[config.mk]
export PLATFORM = sky130hd
export DESIGN_NAME = serial_paralelo_rx_flat
export DESIGN_NICKNAME = d
export VERILOG_FILES = /design/src/rtl/serial_paralelo_rx_pkg.sv /design/src/rtl/serial_paralelo_rx_if.sv /design/src/rtl/serial_paralelo_rx_comma_detect.sv /design/src/rtl/serial_paralelo_rx.sv /design/src/flat_wrapper.sv
export SDC_FILE = /design/constraint.sdc
export NUM_CORES = 1
export LEC_CHECK = 0
export ABC_AREA = 1
export CAP_MARGIN = 20
export CORE_MARGIN = 3
export CORE_UTILIZATION = 60
export CTS_BUF_LIST = sky130_fd_sc_hd__clkbuf_2 sky130_fd_sc_hd__clkbuf_4 sky130_fd_sc_hd__clkbuf_8
export DETAILED_ROUTE_END_ITERATION = 10
export MAX_ROUTING_LAYER = met4
export PLACE_DENSITY = 0.95
export SKIP_LAST_GASP = 1
export SYNTH_ARGS = -nofsm -noshare
export SYNTH_HDL_FRONTEND = slang
export SYNTH_SLANG_ARGS = --single-unit
export TNS_END_PERCENT = 30
[constraint.sdc]
create_clock -name clk_32f -period 3.1 [get_ports clk_32f]
set_clock_uncertainty 0.1 [all_clocks]
set_input_delay 0.775 -clock clk_32f [delete_from_list [all_inputs] [get_ports clk_32f]]
set_output_delay 0.775 -clock clk_32f [all_outputs]
set_load 0.005 [all_outputs]
[src/rtl/serial_paralelo_rx_pkg.sv]
`default_nettype none
// ============================================================================
// Module      : serial_paralelo_rx_pkg
// Description : Shared phy definitions: comma symbol, lock depth, rx states.
// Revision    : 1.0 - initial release
// ============================================================================
package serial_paralelo_rx_pkg;

    localparam logic [7:0] PHY_COMMA          = 8'hBC;
    localparam int         LOCK_COUNT_DEFAULT = 4;

    typedef enum logic [1:0] {
        SEARCH = 2'd0,
        ALIGN  = 2'd1,
        ACTIVE = 2'd2
    } rx_state_t;

endpackage : serial_paralelo_rx_pkg
`default_nettype wire

[src/rtl/serial_paralelo_rx_if.sv]
`default_nettype none
// ============================================================================
// Module      : serial_paralelo_rx_if
// Description : Serial-in / parallel-out bundle of the phy receive end.
// Revision    : 1.0 - initial release
// ============================================================================
interface serial_paralelo_rx_if;

    logic       data_in;
    logic [7:0] data_out;
    logic       valid_out;
    logic       active;
    logic       byte_strobe;

    // master: the receiver itself; slave: the line driver / byte consumer
    modport master (
        input  data_in,
        output data_out,
        output valid_out,
        output active,
        output byte_strobe
    );

    modport slave (
        output data_in,
        input  data_out,
        input  valid_out,
        input  active,
        input  byte_strobe
    );

endinterface : serial_paralelo_rx_if
`default_nettype wire

[src/rtl/serial_paralelo_rx_comma_detect.sv]
`default_nettype none
// ============================================================================
// Module      : serial_paralelo_rx_comma_detect
// Description : Flags when the byte completed this cycle equals the comma.
// Revision    : 1.0 - initial release
// ============================================================================
module serial_paralelo_rx_comma_detect
    import serial_paralelo_rx_pkg::*;
#(
    parameter logic [7:0] COMMA = PHY_COMMA
) (
    input  wire logic [7:0] byte_word,
    output logic            is_comma
);

    assign is_comma = (byte_word == COMMA);

endmodule : serial_paralelo_rx_comma_detect
`default_nettype wire

[src/rtl/serial_paralelo_rx.sv]
`default_nettype none
// ============================================================================
// Module      : serial_paralelo_rx
// Description : Comma-aligned serial receiver; locks after LOCK_COUNT commas.
// Revision    : 1.0 - initial release
// ============================================================================
module serial_paralelo_rx
    import serial_paralelo_rx_pkg::*;
#(
    parameter logic [7:0] COMMA      = PHY_COMMA,
    parameter int         LOCK_COUNT = LOCK_COUNT_DEFAULT
) (
    input  wire logic              clk_32f,
    input  wire logic              reset,
    serial_paralelo_rx_if.master   bus
);

    rx_state_t  r_state, w_state_nxt;
    // Only the seven most recent bits are kept; the eighth is data_in itself.
    logic [6:0] r_sr;
    logic [2:0] r_bit_cnt, w_bit_cnt_nxt;
    logic [3:0] r_bc_cnt, w_bc_cnt_nxt;
    logic [7:0] r_data_out, w_data_out_nxt;
    logic       r_valid_out, w_valid_out_nxt;
    logic       r_active, w_active_nxt;
    logic       r_byte_strobe, w_byte_strobe_nxt;

    logic [7:0] w_byte_word;
    logic       w_is_comma;
    logic [3:0] w_bc_inc;

    assign w_byte_word = {r_sr, bus.data_in};
    assign w_bc_inc    = r_bc_cnt + 4'd1;

    serial_paralelo_rx_comma_detect #(
        .COMMA     (COMMA)
    ) u_comma_detect (
        .byte_word (w_byte_word),
        .is_comma  (w_is_comma)
    );

    always_ff @(posedge clk_32f) begin
        if (!reset) begin
            r_state       <= SEARCH;
            r_sr          <= 7'd0;
            r_bit_cnt     <= 3'd0;
            r_bc_cnt      <= 4'd0;
            r_data_out    <= 8'h00;
            r_valid_out   <= 1'b0;
            r_active      <= 1'b0;
            r_byte_strobe <= 1'b0;
        end else begin
            r_state       <= w_state_nxt;
            r_sr          <= w_byte_word[6:0];
            r_bit_cnt     <= w_bit_cnt_nxt;
            r_bc_cnt      <= w_bc_cnt_nxt;
            r_data_out    <= w_data_out_nxt;
            r_valid_out   <= w_valid_out_nxt;
            r_active      <= w_active_nxt;
            r_byte_strobe <= w_byte_strobe_nxt;
        end
    end

    always_comb begin
        w_state_nxt       = r_state;
        w_bit_cnt_nxt     = r_bit_cnt;
        w_bc_cnt_nxt      = r_bc_cnt;
        w_data_out_nxt    = r_data_out;
        w_valid_out_nxt   = r_valid_out;
        w_active_nxt      = r_active;
        w_byte_strobe_nxt = 1'b0;

        case (r_state)
            SEARCH: begin
                // A comma at any bit offset fixes the byte boundary here.
                if (w_is_comma) begin
                    w_bit_cnt_nxt     = 3'd0;
                    w_bc_cnt_nxt      = 4'd1;
                    w_byte_strobe_nxt = 1'b1;
                    if (LOCK_COUNT == 1) begin
                        w_state_nxt  = ACTIVE;
                        w_active_nxt = 1'b1;
                    end else begin
                        w_state_nxt  = ALIGN;
                    end
                end
            end

            ALIGN: begin
                w_bit_cnt_nxt = r_bit_cnt + 3'd1;
                if (r_bit_cnt == 3'd7) begin
                    w_byte_strobe_nxt = 1'b1;
                    if (w_is_comma) begin
                        w_bc_cnt_nxt = w_bc_inc;
                        if (w_bc_inc == 4'(LOCK_COUNT)) begin
                            w_state_nxt  = ACTIVE;
                            w_active_nxt = 1'b1;
                        end
                    end else begin
                        // False comma or slipped boundary: start over.
                        w_state_nxt  = SEARCH;
                        w_bc_cnt_nxt = 4'd0;
                    end
                end
            end

            ACTIVE: begin
                w_bit_cnt_nxt = r_bit_cnt + 3'd1;
                if (r_bit_cnt == 3'd7) begin
                    w_byte_strobe_nxt = 1'b1;
                    if (w_is_comma) begin
                        w_data_out_nxt  = 8'h00;
                        w_valid_out_nxt = 1'b0;
                    end else begin
                        w_data_out_nxt  = w_byte_word;
                        w_valid_out_nxt = 1'b1;
                    end
                end
            end

            default: begin
                w_state_nxt = SEARCH;
            end
        endcase
    end

    assign bus.data_out    = r_data_out;
    assign bus.valid_out   = r_valid_out;
    assign bus.active      = r_active;
    assign bus.byte_strobe = r_byte_strobe;

endmodule : serial_paralelo_rx
`default_nettype wire

[src/flat_wrapper.sv]
// flat-port wrapper written by rule: the top's interface ports become plain ports
module serial_paralelo_rx_flat import serial_paralelo_rx_pkg::*;
#(
    parameter logic [7:0] COMMA      = PHY_COMMA,
    parameter int         LOCK_COUNT = LOCK_COUNT_DEFAULT
)
  (clk_32f, reset, bus_data_in, bus_data_out, bus_valid_out, bus_active, bus_byte_strobe);
  serial_paralelo_rx_if bus_i ();
  input  wire logic clk_32f;
  input  wire logic reset;
  input wire logic [$bits(bus_i.data_in)-1:0] bus_data_in;
  output wire logic [$bits(bus_i.data_out)-1:0] bus_data_out;
  output wire logic [$bits(bus_i.valid_out)-1:0] bus_valid_out;
  output wire logic [$bits(bus_i.active)-1:0] bus_active;
  output wire logic [$bits(bus_i.byte_strobe)-1:0] bus_byte_strobe;
  assign bus_i.data_in = bus_data_in;
  assign bus_data_out = bus_i.data_out;
  assign bus_valid_out = bus_i.valid_out;
  assign bus_active = bus_i.active;
  assign bus_byte_strobe = bus_i.byte_strobe;
  serial_paralelo_rx #(.COMMA(COMMA), .LOCK_COUNT(LOCK_COUNT)) u_core (.clk_32f(clk_32f), .reset(reset), .bus(bus_i));
endmodule
# Word-level counts from Yosys, hierarchy flattened

Index checks and enable logic that the tools add are counted.

Shift-type cells: 0
Order comparisons: 0
Bitwise operators: 1
Reductions and logical operators: 9
Add/subtract/negate cells: 2
Multipliers: 0
Divide/modulo/power cells: 0
Multiplexer cells: 16
Eq/ne operators: 8

Operator list:

| kind                  | count |
|---|---|
| $mux W4               | 3 |
| $eq A8 B8 Y1 const B  | 1 |
| $mux W2               | 4 |
| $mux W8               | 1 |
| $pmux W4 S2           | 1 |
| $reduce_and A4 Y1     | 2 |
| $pmux W2 S3           | 1 |
| $pmux W3 S2           | 1 |
| $add A4 B1 Y4 const B | 1 |
| $eq A4 B3 Y1 const B  | 1 |
| $reduce_and A2 Y1     | 2 |
| $reduce_bool A2 Y1    | 2 |
| $add A3 B1 Y3 const B | 1 |
| $eq A3 B3 Y1 const B  | 1 |
| $mux W1               | 3 |
| $mux W3               | 1 |
| $ne A3 B2 Y1 const B  | 1 |
| $reduce_and A3 Y1     | 1 |
| $eq A2 B1 Y1 const B  | 1 |
| $eq A2 B2 Y1 const B  | 1 |
| $logic_not A2 Y1      | 1 |
| $ne A2 B1 Y1 const B  | 1 |
| $ne A2 B2 Y1 const B  | 1 |
| $pmux W1 S2           | 1 |
| other kinds (2)       | 2 |

Register bits: 27
Output and inout bits: 11
Memory bits (read-only): 0
Memory bits (writable): 0
Memories kept: 0
Word-level logic and storage cells: 44
Bits of input ports: 3
Latch bits: 0

# Longest topological paths before layout

Gate-level depths: netlist (run 1).

Depth in word-level cells: 6
Depth in mapped cells: 11
Mapped depth without buffers: 11

# Modules after synthesis

A second synthesis (run 1) with hierarchy kept.

Cells, all modules: 150
Area, all modules: 1172.4 sq um

Modules (own cells, without submodules):

| module                          | instances | area each (sq um) | seq. area each (sq um) | cells an instance |
|---|---|---|---|---|
| serial_paralelo_rx              | 1         | 1132.3            | 540.5                  | 140 |
| serial_paralelo_rx_comma_detect | 1         | 40.0              | 0.0                    | 10 |

# Worst setup path before layout (run 1)

Ideal clock, no wire load.

Kind: input -> register
Start point: input port bus_data_in
End point: register u_core.r_state[0]
Buffers on the path: 0
Library setup time: 0.113 ns
Data required time: 2.887 ns
Arrival time: 1.434 ns
Slack: 1.453 ns
Cell stages on the path: 10
Cells stage by stage: inv_2 nand2_2 nor2_4 nand2_4 nor2_2 nand2_1 nand2_2 nand2_1 nand2_1 nor2_1

Word-level cells in the longest chain between the ends: 4
Elaborated cells on any way between the ends: 7
Those cells by class: eq/ne: 3; mux: 3; reduce/logical: 1

RTL lines:

| item                   | line                                  | text |
|---|---|---|
| start: declaration     | flat_wrapper.sv:11                    | `input wire logic [$bits(bus_i.data_in)-1:0] bus_data_in;` |
| $eq A8 B8 Y1 (*)       | serial_paralelo_rx_comma_detect.sv:16 | `assign is_comma = (byte_word == COMMA);` |
| $mux W2                | serial_paralelo_rx.sv:93              | `if (w_is_comma) begin` |
| $mux W2                | serial_paralelo_rx.sv:91              | `if (r_bit_cnt == 3'd7) begin` |
| $pmux W2 S3            | serial_paralelo_rx.sv:73              | `case (r_state)` |
| end signal: assignment | serial_paralelo_rx.sv:53              | `r_state <= w_state_nxt;` |
| end: declaration       | serial_paralelo_rx.sv:18              | `rx_state_t r_state, w_state_nxt;` |

Every way passes the cells marked *; elsewhere a longest branch is shown, timed or not. The select of a mux whose other input is x is not followed.
A chain may end at the register's enable or synchronous reset.

# Worst setup path in the final report (run 1)

Start point: register u_core.r_data_out[2] (netlist: u_core.bus.data_out[2])
End point: output port bus_data_out[2]

RTL lines:

| item                     | line                     | text |
|---|---|---|
| start: declaration       | serial_paralelo_rx.sv:23 | `logic [7:0] r_data_out, w_data_out_nxt;` |
| start signal: assignment | serial_paralelo_rx.sv:57 | `r_data_out <= w_data_out_nxt;` |
| end: declaration         | flat_wrapper.sv:12       | `output wire logic [$bits(bus_i.data_out)-1:0] bus_data_out;` |

No word-level cell between the ends.

==> summary.txt, run 1 <==
footprint of the multi-input gates - 583.1 sq um
starting density of the core - 67.07%
Synth Instances - 154
reg2reg setup slack - 1280 ps
Top Ports - 14
Final period util - 68.57%
GRT met3 Usage - 3.207%
Cell Count Post-Placement - 191
HP Class - register to register
Yosys reg bits - 27
maximum clock insertion buffer count - 2
clk_lat worst skew - 320 ps
Root Buffer Master - clkbuf_4
Distinct cells, synth - 24
slowest CP cell - clkdlybuf4s50_1
Post-Syn Nets - 165
critical path type - register to output pin
GR Layer Usage met1 - 24.64%
Critical Path AT - 1250 ps
status - finished, final reports clean
fillers - 139
Num Clock Sinks - 27
WHS Endpoint - u_core.r_sr[6]
main combinational cell family by area after synthesis - simple AND/OR/NAND/NOR gates
vias in the first global route - 996
LEAKAGE - 0.6139 nW
Die H - 51.35 microns
Routed Wire Length - 2386 microns
Remaining DRCs - 0
nets@finish - 182
hold wc startpoint - u_core.r_sr[5]
register area - 540.5 sq um
Synth Area in XOR/XNOR - 0%
Worst VDD drop - 0.4079 mV
initial antenna violation count - 0
# rows - 15
P&R area growth vs syn - 14.60%
total gr overflow - 0
setup TNS - 0 ps
FMAX - 470.5 MHz
Starting DRT DRC Count - 19
R2R cell count - 6
CTS Buf Count - 3
Post-synth top flop - dfxtp_1
first-pass GRT wire length - 4243 microns
WL per Instance - 12.24 microns
design area - 1414 sq um
Startpoint Class - register
worst r2r src - u_core.r_bit_cnt[0]
Core Area - 1839 sq um
clock slew at reported path FFs - 140 ps
vias - 997
Syn Area/Cell - 8.011 sq um
GPL Wtd Cong - 0.8719
Setup-failing EPs final - 0
register area share after synthesis - 43.81%
Post CTS Setup Buffer Count - 0
Buffers & Inverters on Critical Path - 1
compound-cell area share of the yosys netlist - 11.97%
DRT antenna net count - 0
Hold-fix buffers, CTS - 0
gr usage total - 22.14%
simple-gate share of the synthesized area - 27.18%
GR Util met2 - 39.48%
IO buf count - 13
Post-synth EDFFs - 0
die width - 51.35 microns
CP top delay family - buffers and inverters
Most Crowded Layer GR - met2
worst path required time - 2220 ps
Adder-Cell Fraction of Synth Area - 8.114%
share of cells above drive strength 1 - 13.53%
Placed Area - 1384 sq um
crit end category - output pin
final critical-path required period - 2126 ps
largest net degree at the start of global routing - 15
Layout Cells excl Fill - 195
Worst path max stage delay - 530 ps
RSZ-0062 raised after global routing - no
reg2reg end - u_core.bus.data_out[2]
ys async rst share - 0%
mapped cell area - 1234 sq um
Avg Vias per Cell - 5.113
WP depth - 1
final slew viol count - 0
max_slew headroom - 73.24%
critical path, cell by cell - clkdlybuf4s50_1
number of diodes - 0
final hold violations - 0
number of detailed-route iterations in the first pass - 4
post-synthesis mux area share - 0%
CTS tree - built
Pwr Density - 370.2 nW/um^2
yosys warns - 0
H-tree depth reported by CTS - 1
max_cap viols - 0
Detailed Place HPWL - 1852 microns
# resized after CTS - 0
crit path max fanout - 2
Slew @ Worst Pin - 400.1 ps
Die ar. - 2636 sq um
hold path cells - 2
[report_power, final]
group	internal [mW]	leakage, nW	switching, mW
combinational	0.00515	0.378	0.00924
sequential	0.349	0.218	0.00115
clock	0.0591	0.0184	0.0996
[logic make-up after synthesis]
kind of cell               Yosys count
buffers and inverters               26
and+or+nand+nor                     67
adders and majority gates            8
DFF                                 27
AOI/OAI and AO/OA                   26
[worst max-delay path by stage]
stage	start	end
detailed placement	bus_data_in	u_core.r_state[0]
global route	u_core.bus.data_out[2]	bus_data_out[2]
finish	u_core.bus.data_out[2]	bus_data_out[2]
CTS	u_core.bus.data_out[2]	bus_data_out[2]
global placement	bus_data_in	u_core.r_state[0]
floorplan	bus_data_in	u_core.r_state[0]
[layer usage]
metal	part of all wire, %	wire, microns
met5	0	0
met4	2.5	59
met3	3.6	86
met2	51	1225
met1	43	1015
[metrics by stage]
| stage | util [%] | hold slack, ps | worst slack (ps) | total power [mW] |
|---|---|---|---|---|
| 2_1_floorplan | - | 307.1 | 1453 | 0.3679 |
| 6_report | 76.87 | 351.8 | 974.4 | 0.5234 |
| 5_1_grt | 76.87 | 374.3 | 964.5 | 0.5395 |
| 3_3_place_gp | 75.24 | 313.2 | 913.2 | 0.3715 |
| 4_1_cts | 76.87 | 346.1 | 982.3 | 0.5231 |
| 3_5_place_dp | 75.24 | 325.8 | 873.3 | 0.3720 |
[layout by cell type (no fill, tap or decap), drive strengths merged]
cell           count
a211oi             1
a21oi             14
buf                1
clkbuf             4
clkdlybuf4s50     13
clkinv             1
dfxtp             27
ha                 8
inv               23
nand2             35
nand3              8
nand3b             1
nand4              2
nor2              18
nor3               2
o21ai             11
or2                1
[state kept, by name, indices dropped and copies added, names as in the netlist]
| signal | flops |
|---|---|
| u_core.bus.active | 1 |
| u_core.r_state | 2 |
| u_core.bus.valid_out | 1 |
| u_core.r_bc_cnt | 4 |
| u_core.bus.data_out | 8 |
| u_core.bus.byte_strobe | 1 |
| u_core.r_sr | 7 |
| u_core.r_bit_cnt | 3 |
[cell usage after synthesis, drive strengths merged (2+ instances only)]
library cell / count / share of area (%)
nor3: 2 / 0.81
nand3: 8 / 3.2
ha: 8 / 8.1
a21oi: 14 / 6.9
dfxtp: 27 / 44
nand4: 2 / 1.0
inv: 23 / 7.0
nand2: 35 / 13
o21ai: 11 / 4.5
nor2: 18 / 6.9
[cell type report]
class                   count  share of cell area, %
inverters                  24                  6.460
clock buffers               4                  2.124
multi-input cells         101                  41.24
flip-flops and latches     27                  38.23
well taps                  25                  2.212
repair buffers             14                  9.734
Power figures use the tool's default switching activity.
==> run 2, diff against run 1 <==
Settings changed: CORE_UTILIZATION 60 to 51, PLACE_DENSITY 0.95 to 0.87.
Clock period 3.1 ns to 1.9 ns, I/O delays scaled along.
==> run 2 against run 1 <==
Effect of this change:
- design area increased by 1.3%
- clock power rose by 59%
- first-iteration DRC count shrank 21%
- flip-flop and latch count did not move
- via count up 1.5%
- count of clock-buffer cells in the layout decreased by 1
- total power rose by 62%
- die area up 16%
- critical path type unchanged
- critical endpoint is now bus_data_out[0]
- largest cell class unchanged
- highest routed layer unchanged
==> summary.txt, run 2 (synthesis gave the netlist of run 1 again) <==
status - finished, final reports clean
gr usage total - 18.51% (-3.6 points)
Startpoint Class - register
nets@finish - 184 (+1.1%)
crit end category - output pin
P&R area growth vs syn - 16.13%
Top Ports - 14 (unchanged)
Routed Wire Length - 2333 microns (-2.2%)
CTS Buf Count - 3 (unchanged)
largest net degree at the start of global routing - 17 (+2)
RSZ-0062 raised after global routing - no
total gr overflow - 0 (unchanged)
Detailed Place HPWL - 1812 microns (-2.2%)
reg2reg setup slack - 270 ps (-1010 ps)
final core utilization - 63.54% (-13 points)
Switching Share - 22.32% (+1.3 points)
critical path type - register to output pin
Setup-failing EPs final - 0 (unchanged)
Root Buffer Master - clkbuf_4
Total Power - 0.8499 mW (+62%)
LEAKAGE - 0.6184 nW (+0.73%)
Avg Vias per Cell - 5.060 (-1.0%)
maximum clock insertion buffer count - 2 (unchanged)
die width - 55.19 microns (+7.5%)
final hold violations - 0 (unchanged)
starting density of the core - 54.72% (-12 points)
first-pass GRT wire length - 3905 microns (-8.0%)
clock power share - 29.8% (-0.5 points)
IO buf count - 13 (unchanged)
worst r2r src - u_core.r_bit_cnt[0]
Num Clock Sinks - 27 (unchanged)
Slew @ Worst Pin - 326.7 ps (-73.35 ps)
worst path required time - 1320 ps (-900 ps)
number of detailed-route iterations in the first pass - 4 (unchanged)
vias - 1012 (+1.5%)
HP Class - register to register
Remaining DRCs - 0 (unchanged)
Hold-fix buffers, CTS - 0 (unchanged)
footprint of the multi-input gates - 583.1 sq um (unchanged)
Starting DRT DRC Count - 15 (-4)
setup TNS - 0 ps (unchanged)
clock slew at reported path FFs - 150 ps (about the same)
P_sw - 0.1897 mW (+72%)
Critical Path AT - 1210 ps (-40 ps)
Core Area - 2255 sq um (+23%)
fillers - 202 (+45%)
vias in the first global route - 984 (-1.2%)
Buffers & Inverters on Critical Path - 1 (unchanged)
CTS tree - built
# rows - 17 (+2)
final critical-path required period - 1787 ps
Final period util - 94.05%
number of flip-flops in the largest register - 8 (unchanged)
register area - 540.5 sq um (unchanged)
H-tree depth reported by CTS - 1 (unchanged)
Die ar. - 3045 sq um (+16%)
CP top delay family - buffers and inverters
hold wc startpoint - u_core.r_sr[5]
Crit. Startpoint - u_core.bus.data_out[0]
crit path max fanout - 2 (unchanged)
GPL Wtd Cong - 0.8139 (-6.7%)
DRT antenna net count - 0 (unchanged)
share of cells above drive strength 1 - 14.53% (+1.0 points)
Flop pwr share - 67.2% (+0.3 points)
power share of the combinational group - 2.9% (+0.2 points)
number of diodes - 0 (unchanged)
critical path, cell by cell - clkdlybuf4s50_1
slowest CP cell - clkdlybuf4s50_1
Die H - 55.19 microns (+7.5%)
FMAX - 559.6 MHz
final slew viol count - 0 (unchanged)
WL per Instance - 11.67 microns (-4.7%)
# resized after CTS - 0 (unchanged)
Worst path max stage delay - 520 ps (about the same)
clk_lat worst skew - 330 ps (about the same)
most common cell after layout, fill and taps aside - nand2_1
Pwr Density - 593.3 nW/um^2 (+60%)
most frequent cells in the layout - nand2_1 (28), dfxtp_1 (27), inv_1 (20)
max_cap viols - 0 (unchanged)
initial antenna violation count - 0 (unchanged)
Worst VDD drop - 0.6075 mV (+49%)
Post CTS Setup Buffer Count - 0 (unchanged)
P_int - 0.6603 mW (+60%)
max_slew headroom - 78.22% (+5.0 points)
[run 2: metrics by stage]
stage | cells | hold WS (ps) | worst slack [ps] | instance area, sq um
floorplan | 154 | 307.1 | 390.0 | 1234
global placement | 196 | 313.1 | 29.42 | 1403
detailed placement | 196 | 323.0 | -5.482 | 1403
CTS | 200 | 341.9 | 101.2 | 1433
global route | 200 | 386.7 | 63.04 | 1433
finish | 200 | 338.3 | 113.1 | 1433
[run 2: final cells by class]
type                            instances  area share, %
Timing Repair Buffer                   16          10.66
Tap cell                               28          2.445
Clock inverter                          1         0.5240
Inverter                               24          6.376
Clock buffer                            3          1.572
Multi-Input combinational cell        101          40.70
Sequential cell                        27          37.73
[run 2: metal layers]
layer	GRT usage, %	up-vias	part of all wire, %
met3	3.217	5	2.4
met2	33.86	16	53
met5	-	-	0
met1	18.48	468	43
met4	10.12	0	1.9
li1	-	523	-
[run 2: power by group through the flow]
stage          registers (mW)  clock network (mW)  logic, mW
6_report                0.571               0.253     0.0250
5_1_grt                 0.572               0.279     0.0275
4_1_cts                 0.572               0.261     0.0247
3_5_place_dp            0.584                   0     0.0243
3_3_place_gp            0.584                   0     0.0239
2_1_floorplan           0.583                   0     0.0168
[run 2: worst paths after layout]
check                                          to  cells after the start
worst max-delay path              bus_data_out[0]                      1
worst min-delay path               u_core.r_sr[6]                      2
worst max register to register  u_core.r_state[0]                      9
worst min register to register     u_core.r_sr[6]                      2
